### config.mk
export PLATFORM = sky130hd
export DESIGN_NAME = mc14500x_icu
export DESIGN_NICKNAME = d
export VERILOG_FILES = /design/src/rtl/mc14500x_pkg.sv /design/src/rtl/mc14500x_stack.sv /design/src/rtl/mc14500x_icu.sv
export SDC_FILE = /design/constraint.sdc
export NUM_CORES = 1
export LEC_CHECK = 0
export ABC_AREA = 1
export CAP_MARGIN = 20
export CORE_MARGIN = 10
export CORE_UTILIZATION = 30
export DETAILED_ROUTE_END_ITERATION = 6
export HOLD_SLACK_MARGIN = 0.15
export RECOVER_POWER = 25
export SYNTH_ARGS = -nofsm -noshare
export SYNTH_HDL_FRONTEND = slang
export SYNTH_SLANG_ARGS = --single-unit
### constraint.sdc
create_clock -name clk -period 2.2 [get_ports clk]
set_input_delay 0.44 -clock clk [delete_from_list [all_inputs] [get_ports clk]]
set_output_delay 0.44 -clock clk [all_outputs]
set_load 0.02 [all_outputs]
### src/rtl/mc14500x_pkg.sv
// Shared opcode/state types and reserved I/O address helpers for the MC14500X ICU.
package mc14500x_pkg;

    typedef enum logic [3:0] {
        OpNopo = 4'h0, OpLd   = 4'h1, OpLdc  = 4'h2, OpAnd  = 4'h3,
        OpAndc = 4'h4, OpOr   = 4'h5, OpOrc  = 4'h6, OpXnor = 4'h7,
        OpSto  = 4'h8, OpStoc = 4'h9, OpIen  = 4'hA, OpOen  = 4'hB,
        OpJmp  = 4'hC, OpRtn  = 4'hD, OpSkz  = 4'hE, OpCall = 4'hF
    } opcode_e;

    typedef enum logic [0:0] {
        StExec    = 1'b0,
        StOperand = 1'b1
    } state_e;

    // The top two addresses are reserved: reads see rr/sdi, writes hit sdo/sclk.
    function automatic int unsigned rr_addr(input int unsigned addr_w);
        return (32'd1 << addr_w) - 32'd2;
    endfunction

    function automatic int unsigned sdo_addr(input int unsigned addr_w);
        return (32'd1 << addr_w) - 32'd2;
    endfunction

    function automatic int unsigned sdi_addr(input int unsigned addr_w);
        return (32'd1 << addr_w) - 32'd1;
    endfunction

    function automatic int unsigned sclk_addr(input int unsigned addr_w);
        return (32'd1 << addr_w) - 32'd1;
    endfunction

endpackage

### src/rtl/mc14500x_stack.sv
// Return-address stack: overflow overwrites the top entry, underflow is ignored; both set a
// sticky error flag.
module mc14500x_stack #(
    parameter int unsigned DEPTH = 4,
    parameter int unsigned WIDTH = 12
) (
    input  logic             clk,
    input  logic             rst_n,
    input  logic             i_push,
    input  logic             i_pop,
    input  logic [WIDTH-1:0] i_data,
    output logic [WIDTH-1:0] o_top,
    output logic             o_empty,
    output logic             o_err
);

    localparam int unsigned SP_W = $clog2(DEPTH + 1);

    logic [SP_W-1:0]  r_sp;
    logic             r_err;
    logic [WIDTH-1:0] r_mem [DEPTH];
    logic             w_full;

    assign w_full  = (r_sp == SP_W'(DEPTH));
    assign o_empty = (r_sp == '0);
    assign o_err   = r_err;

    always_comb begin
        o_top = '0;
        for (int unsigned i = 0; i < DEPTH; i++) begin
            if (r_sp == SP_W'(i + 1)) o_top = r_mem[i];
        end
    end

    always_ff @(posedge clk or negedge rst_n) begin
        if (!rst_n) begin
            r_sp  <= '0;
            r_err <= 1'b0;
        end else if (i_push) begin
            if (w_full) r_err <= 1'b1;
            else        r_sp  <= r_sp + SP_W'(1);
        end else if (i_pop) begin
            if (o_empty) r_err <= 1'b1;
            else         r_sp  <= r_sp - SP_W'(1);
        end
    end

    always_ff @(posedge clk) begin
        if (i_push) begin
            for (int unsigned i = 0; i < DEPTH; i++) begin
                if (w_full ? (i == DEPTH - 1) : (r_sp == SP_W'(i))) r_mem[i] <= i_data;
            end
        end
    end

endmodule

### src/rtl/mc14500x_icu.sv
// Parametrised 1-bit industrial control unit with two-word jumps and bit-banged serial I/O.
// Define MC14500X_STACK_EN to enable CALL/RTN with a hardware return stack.
module mc14500x_icu
    import mc14500x_pkg::*;
#(
    parameter int unsigned PC_W        = 12,
    parameter int unsigned ADDR_W      = 4,
    parameter int unsigned NUM_IN      = 8,
    parameter int unsigned NUM_OUT     = 8,
    parameter int unsigned STACK_DEPTH = 4
) (
    input  logic                clk,
    input  logic                rst_n,
    output logic [PC_W-1:0]     pc_o,
    input  logic [ADDR_W+3:0]   instr_i,
    input  logic [NUM_IN-1:0]   in_i,
    input  logic                sdi_i,
    output logic [NUM_OUT-1:0]  out_o,
    output logic                sdo_o,
    output logic                sclk_o,
    output logic                rr_o,
    output logic                flag_o,
    output logic                stack_err_o
);

    localparam logic [ADDR_W-1:0] L_RR_ADDR   = ADDR_W'(rr_addr(ADDR_W));
    localparam logic [ADDR_W-1:0] L_SDI_ADDR  = ADDR_W'(sdi_addr(ADDR_W));
    localparam logic [ADDR_W-1:0] L_SDO_ADDR  = ADDR_W'(sdo_addr(ADDR_W));
    localparam logic [ADDR_W-1:0] L_SCLK_ADDR = ADDR_W'(sclk_addr(ADDR_W));

    state_e               r_state, w_state_d;
    logic [PC_W-1:0]      r_pc, w_pc_d, w_pc_inc, w_target;
    logic                 r_rr, w_rr_d;
    logic                 r_ien, w_ien_d;
    logic                 r_oen, w_oen_d;
    logic                 r_skip, w_skip_d;
    logic                 r_flag, w_flag_d;
    logic [ADDR_W-1:0]    r_opd, w_opd_d;
    logic [NUM_OUT-1:0]   r_out, w_out_d;
    logic                 r_sdo, w_sdo_d;
    logic                 r_sclk, w_sclk_d;

    opcode_e              w_op;
    logic [ADDR_W-1:0]    w_a;
    logic                 w_rd, w_d;
    logic                 w_wr_en, w_wr_val;

`ifdef MC14500X_STACK_EN
    logic                 r_call, w_call_d;
    logic                 w_push, w_pop;
    logic [PC_W-1:0]      w_stk_top;
    logic                 w_stk_empty, w_stk_err;
`else
    logic                 w_unused_depth;
`endif

    assign w_op     = opcode_e'(instr_i[ADDR_W+3:ADDR_W]);
    assign w_a      = instr_i[ADDR_W-1:0];
    assign w_pc_inc = r_pc + PC_W'(1);
    assign w_target = PC_W'({r_opd, instr_i});

    always_comb begin
        w_rd = 1'b0;
        for (int unsigned i = 0; i < NUM_IN; i++) begin
            if (w_a == ADDR_W'(i)) w_rd = in_i[i];
        end
        if (w_a == L_SDI_ADDR)     w_rd = sdi_i;
        else if (w_a == L_RR_ADDR) w_rd = r_rr;
    end

    assign w_d = w_rd & r_ien;

    always_comb begin
        w_state_d = r_state;
        w_pc_d    = w_pc_inc;
        w_rr_d    = r_rr;
        w_ien_d   = r_ien;
        w_oen_d   = r_oen;
        w_skip_d  = 1'b0;
        w_flag_d  = 1'b0;
        w_opd_d   = r_opd;
        w_wr_en   = 1'b0;
        w_wr_val  = r_rr;
        w_out_d   = r_out;
        w_sdo_d   = r_sdo;
        w_sclk_d  = r_sclk;
`ifdef MC14500X_STACK_EN
        w_call_d  = r_call;
        w_push    = 1'b0;
        w_pop     = 1'b0;
`endif
        unique case (r_state)
            StExec: begin
                if (r_skip) begin
                    // A skipped two-word op also steps over its operand word.
                    if (w_op == OpJmp || w_op == OpCall) w_pc_d = r_pc + PC_W'(2);
                end else begin
                    case (w_op)
                        OpNopo: w_flag_d = 1'b1;
                        OpLd:   w_rr_d   = w_d;
                        OpLdc:  w_rr_d   = ~w_d;
                        OpAnd:  w_rr_d   = r_rr & w_d;
                        OpAndc: w_rr_d   = r_rr & ~w_d;
                        OpOr:   w_rr_d   = r_rr | w_d;
                        OpOrc:  w_rr_d   = r_rr | ~w_d;
                        OpXnor: w_rr_d   = ~(r_rr ^ w_d);
                        OpSto:  w_wr_en  = r_oen;
                        OpStoc: begin
                            w_wr_en  = r_oen;
                            w_wr_val = ~r_rr;
                        end
                        OpIen:  w_ien_d  = w_rd;
                        OpOen:  w_oen_d  = w_rd;
                        OpJmp, OpCall: begin
                            w_opd_d   = w_a;
                            w_state_d = StOperand;
`ifdef MC14500X_STACK_EN
                            w_call_d  = (w_op == OpCall);
`endif
                        end
                        OpRtn: begin
                            w_skip_d = 1'b1;
`ifdef MC14500X_STACK_EN
                            w_pop = 1'b1;
                            if (!w_stk_empty) w_pc_d = w_stk_top;
`endif
                        end
                        OpSkz:  w_skip_d = ~r_rr;
                    endcase
                end
            end
            StOperand: begin
                w_pc_d    = w_target;
                w_state_d = StExec;
`ifdef MC14500X_STACK_EN
                w_push    = r_call;
`endif
            end
            default: ;
        endcase

        if (w_wr_en) begin
            for (int unsigned i = 0; i < NUM_OUT; i++) begin
                if (w_a == ADDR_W'(i)) w_out_d[i] = w_wr_val;
            end
            if (w_a == L_SDO_ADDR)  w_sdo_d  = w_wr_val;
            if (w_a == L_SCLK_ADDR) w_sclk_d = w_wr_val;
        end
    end

    always_ff @(posedge clk or negedge rst_n) begin
        if (!rst_n) begin
            r_state <= StExec;
            r_pc    <= '0;
            r_rr    <= 1'b0;
            r_ien   <= 1'b1;
            r_oen   <= 1'b1;
            r_skip  <= 1'b0;
            r_flag  <= 1'b0;
            r_opd   <= '0;
            r_out   <= '0;
            r_sdo   <= 1'b0;
            r_sclk  <= 1'b0;
`ifdef MC14500X_STACK_EN
            r_call  <= 1'b0;
`endif
        end else begin
            r_state <= w_state_d;
            r_pc    <= w_pc_d;
            r_rr    <= w_rr_d;
            r_ien   <= w_ien_d;
            r_oen   <= w_oen_d;
            r_skip  <= w_skip_d;
            r_flag  <= w_flag_d;
            r_opd   <= w_opd_d;
            r_out   <= w_out_d;
            r_sdo   <= w_sdo_d;
            r_sclk  <= w_sclk_d;
`ifdef MC14500X_STACK_EN
            r_call  <= w_call_d;
`endif
        end
    end

`ifdef MC14500X_STACK_EN
    mc14500x_stack #(
        .DEPTH (STACK_DEPTH),
        .WIDTH (PC_W)
    ) u_stack (
        .clk     (clk),
        .rst_n   (rst_n),
        .i_push  (w_push),
        .i_pop   (w_pop),
        .i_data  (w_pc_inc),
        .o_top   (w_stk_top),
        .o_empty (w_stk_empty),
        .o_err   (w_stk_err)
    );
    assign stack_err_o = w_stk_err;
`else
    assign w_unused_depth = ^STACK_DEPTH;
    assign stack_err_o    = 1'b0;
`endif

    assign pc_o   = r_pc;
    assign out_o  = r_out;
    assign sdo_o  = r_sdo;
    assign sclk_o = r_sclk;
    assign rr_o   = r_rr;
    assign flag_o = r_flag;

endmodule
==> flow_summary.json, run 1 <==
{
  "ir_worst_vdd_v": 0.000279,
  "cap_violations": 0,
  "clock-sinks": 32,
  "drt_iter0_drc": 41,
  "netlist_area_um2": 2030,
  "seq_area_frac_synth": 0.396,
  "syn_nets": 293,
  "portBuffers": 42,
  "cp_max_fo": 5,
  "setup-violations-final": 0,
  "holdCritPathClass": "reg2reg",
  "async_reset_ff_frac": 1.00,
  "slew_viol_final": 0,
  "clockBufferDepth": 2,
  "cts_hold_repair.buffers": 0,
  "cts_setup_buffers": 0,
  "cts_resized": 0,
  "wl_per_cell_um": 13.6,
  "p_per_area_nw_per_um2": 907,
  "via_count": 1981,
  "clock-root-buffer": "clkbuf_8",
  "synth_top_cell_area_share": 0.370,
  "start_kind": "flip-flop",
  "synthTopCellsByArea": "dfrtp_1 (37%), nand2_1 (11%), nor2_1 (6.8%)",
  "finish.utilization": 0.425,
  "pin_count": 44,
  "status": "finished, final reports clean",
  "avgSynthCellArea_um2": 7.46,
  "drc": 0,
  "ys_types": 39,
  "arrival_ps": 2080,
  "core_um2": 6460,
  "via_per_inst": 4.80,
  "cts_buffers": 5,
  "relSlewSlack": 0.431,
  "timing.setup.tns_ps": 0,
  "final_cells": 413,
  "cts_tree": "done",
  "dr.pass1.iters": 4,
  "finalClockSkew_ps": 7.92,
  "track_usage": 0.113,
  "start_util": 0.314,
  "fmax_ghz": 0.521,
  "clk_latency_ps": 290,
  "reg2reg_depth": 10,
  "grt_pass1_wl_mm": 9.41,
  "timing.final.crit_share": 0.873,
  "worstPathRequired_ps": 2360,
  "nets": 356,
  "critical_path_class": "reg2reg",
  "period_minus_slack_ps": 1920,
  "path_clk_slew_ps": 80,
  "die_w_um": 102,
  "place_congestion": 0.886,
  "synth-edff-count": 0,
  "synth_flop_cell": "dfrtp_1",
  "worstHoldPathCells": 2,
  "dp_cells": 405,
  "postRouteWirelength_mm": 5.63,
  "hold_viol_final": 0,
  "grt_max_degree": 33,
  "areaGrowthSynthToFinish_pct": 35.4,
  "first_global_vias": 2035,
  "ys_seq_elements": 32,
  "syn_inst": 272,
  "die_h_um": 102,
  "grt_overflow_total": 0,
  "worst_pin_slew_ps": 854,
  "rows": 29,
  "antenna_found_initial": 0,
  "diodes": 0,
  "rsz0062_at_grt": "no",
  "yosysWarningCount": 0,
  "drtAntennaViolNets": 0,
  "die_area_um2": 10500,
  "synth_area_leader_cell": "dfrtp_1",
  "power.leakage_nw": 1.25,
  "endpoint_kind": "flip-flop",
  "hpwl_mm": 4.52,
  "htree_levels": 2,
  "drive_gt1_frac": 0.140
}
## cell type report
cell class,count,area (µm²)
clock buffers,5,68.8
clock inverters,3,18.8
fillers,668,3710
inverters,33,130
multi-input cells,202,1070
flip-flops and latches,32,803
well taps,77,96.3
repair buffers,61,561
## layout by cell type (no fill, tap or decap), types with 4 or more instances in the layout
master            n
nand2_1          59
clkdlybuf4s50_1  41
nor2_1           37
dfrtp_1          30
inv_1            25
a21oi_1          19
buf_4            18
nand3_1          15
xor2_1            7
o211ai_1          7
o21ai_0           7
nor3_1            7
nor4_1            6
xnor2_1           5
clkbuf_8          5
nor2_2            4
o31ai_1           4
inv_2             4
## kinds of logic (layout without fill, tap and decap cells)
logic type | count (synthesis) | in the layout | synth area share
adder cells (fa/ha/maj) | 2 | 2 | 0.0123
buffers and inverters | 38 | 102 | 0.0771
flip-flops | 32 | 32 | 0.396
XOR/XNOR | 12 | 12 | 0.0518
AO/OA/AOI/OAI | 46 | 46 | 0.135
AND/OR/NAND/NOR | 141 | 141 | 0.326
other | 1 | 1 | 0.00185
## state kept, by name (all words and copies together), names as in the netlist
signal	flops
r_state	1
pc_o	12
sclk_o	1
flag_o	1
rr_o	1
r_skip	1
r_oen	1
sdo_o	1
r_opd	4
out_o	8
r_ien	1
## report_power, final
| group | total (mW) | switching [mW] | internal (mW) |
|---|---|---|---|
| clock | 0.452 | 0.232 | 0.220 |
| sequential | 0.944 | 0.195 | 0.750 |
| combinational | 1.10 | 0.594 | 0.501 |
## stage by stage
| stage | hold WS, ps | cell area [µm²] | setup WS, ps | power [mW] |
|---|---|---|---|---|
| after floorplan | 144 | 2030 | 444 | 1.56 |
| after detailed placement | 476 | 2660 | 4.57 | 2.06 |
| after global routing | 517 | 2750 | 54.9 | 2.68 |
| after CTS | 496 | 2750 | 296 | 2.53 |
| after global placement | 470 | 2660 | 66.6 | 2.04 |
| final | 491 | 2750 | 280 | 2.49 |
## per-layer routing
metal	GRT usage	part of all wire
met4	0.0358	0.0082
met5	0	0
met3	0.0452	0.083
met2	0.181	0.45
met1	0.135	0.46
## final timing paths
| path | startpoint | end | slack, ps |
|---|---|---|---|
| max in group asynchronous | rst_n | pc_o[10] | 880 |
| worst max-delay path | pc_o[1] | pc_o[10] | 280 |
| min in group asynchronous | rst_n | out_o[4] | 790 |
| worst min register to register | r_opd[0] | r_opd[0] | 490 |
| worst max register to register | pc_o[1] | pc_o[10] | 280 |
| worst min-delay path | r_opd[0] | r_opd[0] | 490 |
## cells in the mapped netlist (3+ instances only)
library cell  number
nor3_1             7
a31oi_1            3
xor2_1             7
o21ai_0            7
nand4_1            3
nor2_2             4
inv_2              4
nand3_1           15
nor4_1             6
xnor2_1            5
buf_2              3
o211ai_1           7
nor2_1            37
o31ai_1            4
a21oi_1           19
nand2_1           59
inv_1             25
dfrtp_1           30
## worst max-delay path: stages (launching register included)
cell and delay, ps:
dfrtp_1 420, ha_1 220, nand3_1 140, nor2_1 220, nand3_1 140, nor2_1 100, nand2_1 60, xor2_1 230
nand2_1 80, o211ai_1 100, nand3_1 80
No activity file was read; power rests on OpenSTA's default activity.
==> run 2, diff against run 1 <==
--- a/config.mk
+++ b/config.mk
@@ -15,3 +15,4 @@
 export SYNTH_ARGS = -nofsm -noshare
 export SYNTH_HDL_FRONTEND = slang
 export SYNTH_SLANG_ARGS = --single-unit
+export TNS_END_PERCENT = 5
==> results of run 2 <==
No change in the layout: final DEF, timing and power equal those of run 1.
==> run 3, diff against run 2 <==
--- a/config.mk
+++ b/config.mk
@@ -7,10 +7,10 @@
 export LEC_CHECK = 0
 export ABC_AREA = 1
 export CAP_MARGIN = 20
-export CORE_MARGIN = 10
 export CORE_UTILIZATION = 30
 export DETAILED_ROUTE_END_ITERATION = 6
 export HOLD_SLACK_MARGIN = 0.15
+export MAX_ROUTING_LAYER = met4
 export RECOVER_POWER = 25
 export SYNTH_ARGS = -nofsm -noshare
 export SYNTH_HDL_FRONTEND = slang
==> run 3 against run 2 <==
Against the previous run: the run now ends with design-rule violations left; setup slack got worse by 8.8 ps; power down 0.28%; sequential cell count stayed put; die area is 32% lower; clock power rose by 4.6%; sequential share of layout area grew 0.22 points; maximum frequency shrank 0.45%; non-clock buffer count shrank 3; wire length is 5.2% lower; worst hold slack improved by 9.6 ps; count of clock-buffer cells in the layout is the same; final cell count fell by 0.73%; largest cell class unchanged.
==> flow_summary.json, run 3 (synthesized netlist as in run 1, its figures left out) <==
{
  "grt_pass1_wl_mm": 9.25,
  "dp_cells": 402,
  "dr.pass1.iters": 6,
  "finalClockSkew_ps": 7.75,
  "holdCritPathClass": "reg2reg",
  "cts_setup_buffers": 0,
  "clock-root-buffer": "clkbuf_8",
  "first_global_vias": 2015,
  "critical_path_class": "in2reg",
  "cts_buffers": 5,
  "path_clk_slew_ps": 80,
  "clk_latency_ps": 290,
  "hpwl_mm": 4.15,
  "clockBufferDepth": 2,
  "reg2reg_slack_ps": 280,
  "portBuffers": 42,
  "layout_commonest_cell": "nand2_1",
  "worst_pin_slew_ps": 821,
  "rr_startpoint": "pc_o[0]",
  "p_per_area_nw_per_um2": 910,
  "drc": 8,
  "die_area_um2": 7090,
  "relSlewSlack": 0.453,
  "power.leakage_nw": 1.23,
  "largest_reg_flops": 12,
  "drtAntennaViolNets": 0,
  "via_count": 2009,
  "worstPathRequired_ps": 2380,
  "antenna_found_initial": 0,
  "clock-sinks": 32,
  "pin_count": 44,
  "cts_tree": "done",
  "postRouteWirelength_mm": 5.34,
  "endpoint_kind": "flip-flop",
  "areaGrowthSynthToFinish_pct": 34.6,
  "via_per_inst": 4.90,
  "start_util": 0.316,
  "reg2reg_depth": 10,
  "worstHoldPathCells": 2,
  "nets": 353,
  "final_cells": 410,
  "htree_levels": 2,
  "drt-met1-wl_mm": 2.60,
  "rsz0062_at_grt": "no",
  "grt_max_degree": 33,
  "diodes": 0,
  "hold_viol_final": 0,
  "start_kind": "primary input",
  "status": "complete, but fails checks",
  "arrival_ps": 2110,
  "violations": "design-rule violations",
  "slew_viol_final": 0,
  "highest_layer": "met4",
  "whs_ps": 500,
  "timing.final.crit_share": 0.877,
  "period_minus_slack_ps": 1930,
  "drive_gt1_frac": 0.135,
  "grt_overflow_total": 0,
  "place_congestion": 0.964,
  "r2r_end": "pc_o[10]",
  "cap_violations": 0,
  "die_h_um": 84.2,
  "core_um2": 6420,
  "met3RoutedLength_um": 260,
  "cp_max_fo": 4,
  "die_w_um": 84.2,
  "rows": 29,
  "hold_end": "r_opd[3]",
  "setup-violations-final": 0,
  "wl_per_cell_um": 13.0,
  "drt_iter0_drc": 84,
  "fmax_ghz": 0.518,
  "hp-start": "r_opd[3]",
  "track_usage": 0.168,
  "final_cell_mix": "nand2_1 (59), clkdlybuf4s50_1 (41), nor2_1 (37)",
  "ir_worst_vdd_v": 0.000356,
  "met2_length_mm": 2.39
}
==> run 3: critical path, stage by stage <==
cell and delay, ps:
clkdlybuf4s50_1 540, inv_2 60, nor2_2 170, inv_2 60
nor2_1 160, inv_1 70, or2_0 200, nand2_1 70
nand3_1 110, nand2_1 80, nand2_1 50, nand2_1 60
nand2_1 50
==> run 3: metrics by stage <==
stage / TNS [ps] / utilization / power (mW) / setup slack (ps) / instance area (µm²)
floorplan: 0 / - / 1.56 / 444 / 2030
global placement: -13.4 / 0.411 / 2.01 / -13.4 / 2640
CTS: 0 / 0.425 / 2.51 / 267 / 2730
finish: 0 / 0.425 / 2.49 / 271 / 2730
global route: 0 / 0.425 / 2.67 / 7.84 / 2730
detailed placement: -26.4 / 0.411 / 2.02 / -26.4 / 2640
==> run 3: metal layers <==
layer / global-route usage / vias to the layer above
li1: - / 1015
met3: 0.0403 / 9
met5: - / -
met1: 0.215 / 931
met4: 0.0596 / 0
met2: 0.259 / 54
==> run 3: what timing repair did <==
action                     in CTS  in global routing
gates resized for setup         0                  1
setup endpoints to repair       0                  1
hold buffers                    0                  0
==> run 3: where the power goes <==
part / switching (mW) / internal, mW
registers: 0.201 / 0.752
logic: 0.569 / 0.491
clock network: 0.249 / 0.224
total: 1.02 / 1.47
==> run 3: how the worst max path moves through the flow <==
stage	start	end	slack, ps	cells after the start
after global routing	pc_o[0]	pc_o[10]	8	10
final	instr_i[2]	rr_o	270	13
after floorplan	pc_o[0]	pc_o[10]	440	10
after CTS	pc_o[0]	pc_o[10]	270	10
after global placement	instr_i[2]	rr_o	-10	13
after detailed placement	instr_i[2]	rr_o	-30	13
==> run 3: layout make-up <==
type / instances / area (µm²)
clock buffers: 5 / 68.8
flip-flops and latches: 32 / 805
clock inverters: 3 / 23.8
repair buffers: 58 / 538
well taps: 77 / 96.3
fillers: 652 / 3690
multi-input cells: 202 / 1070
inverters: 33 / 130
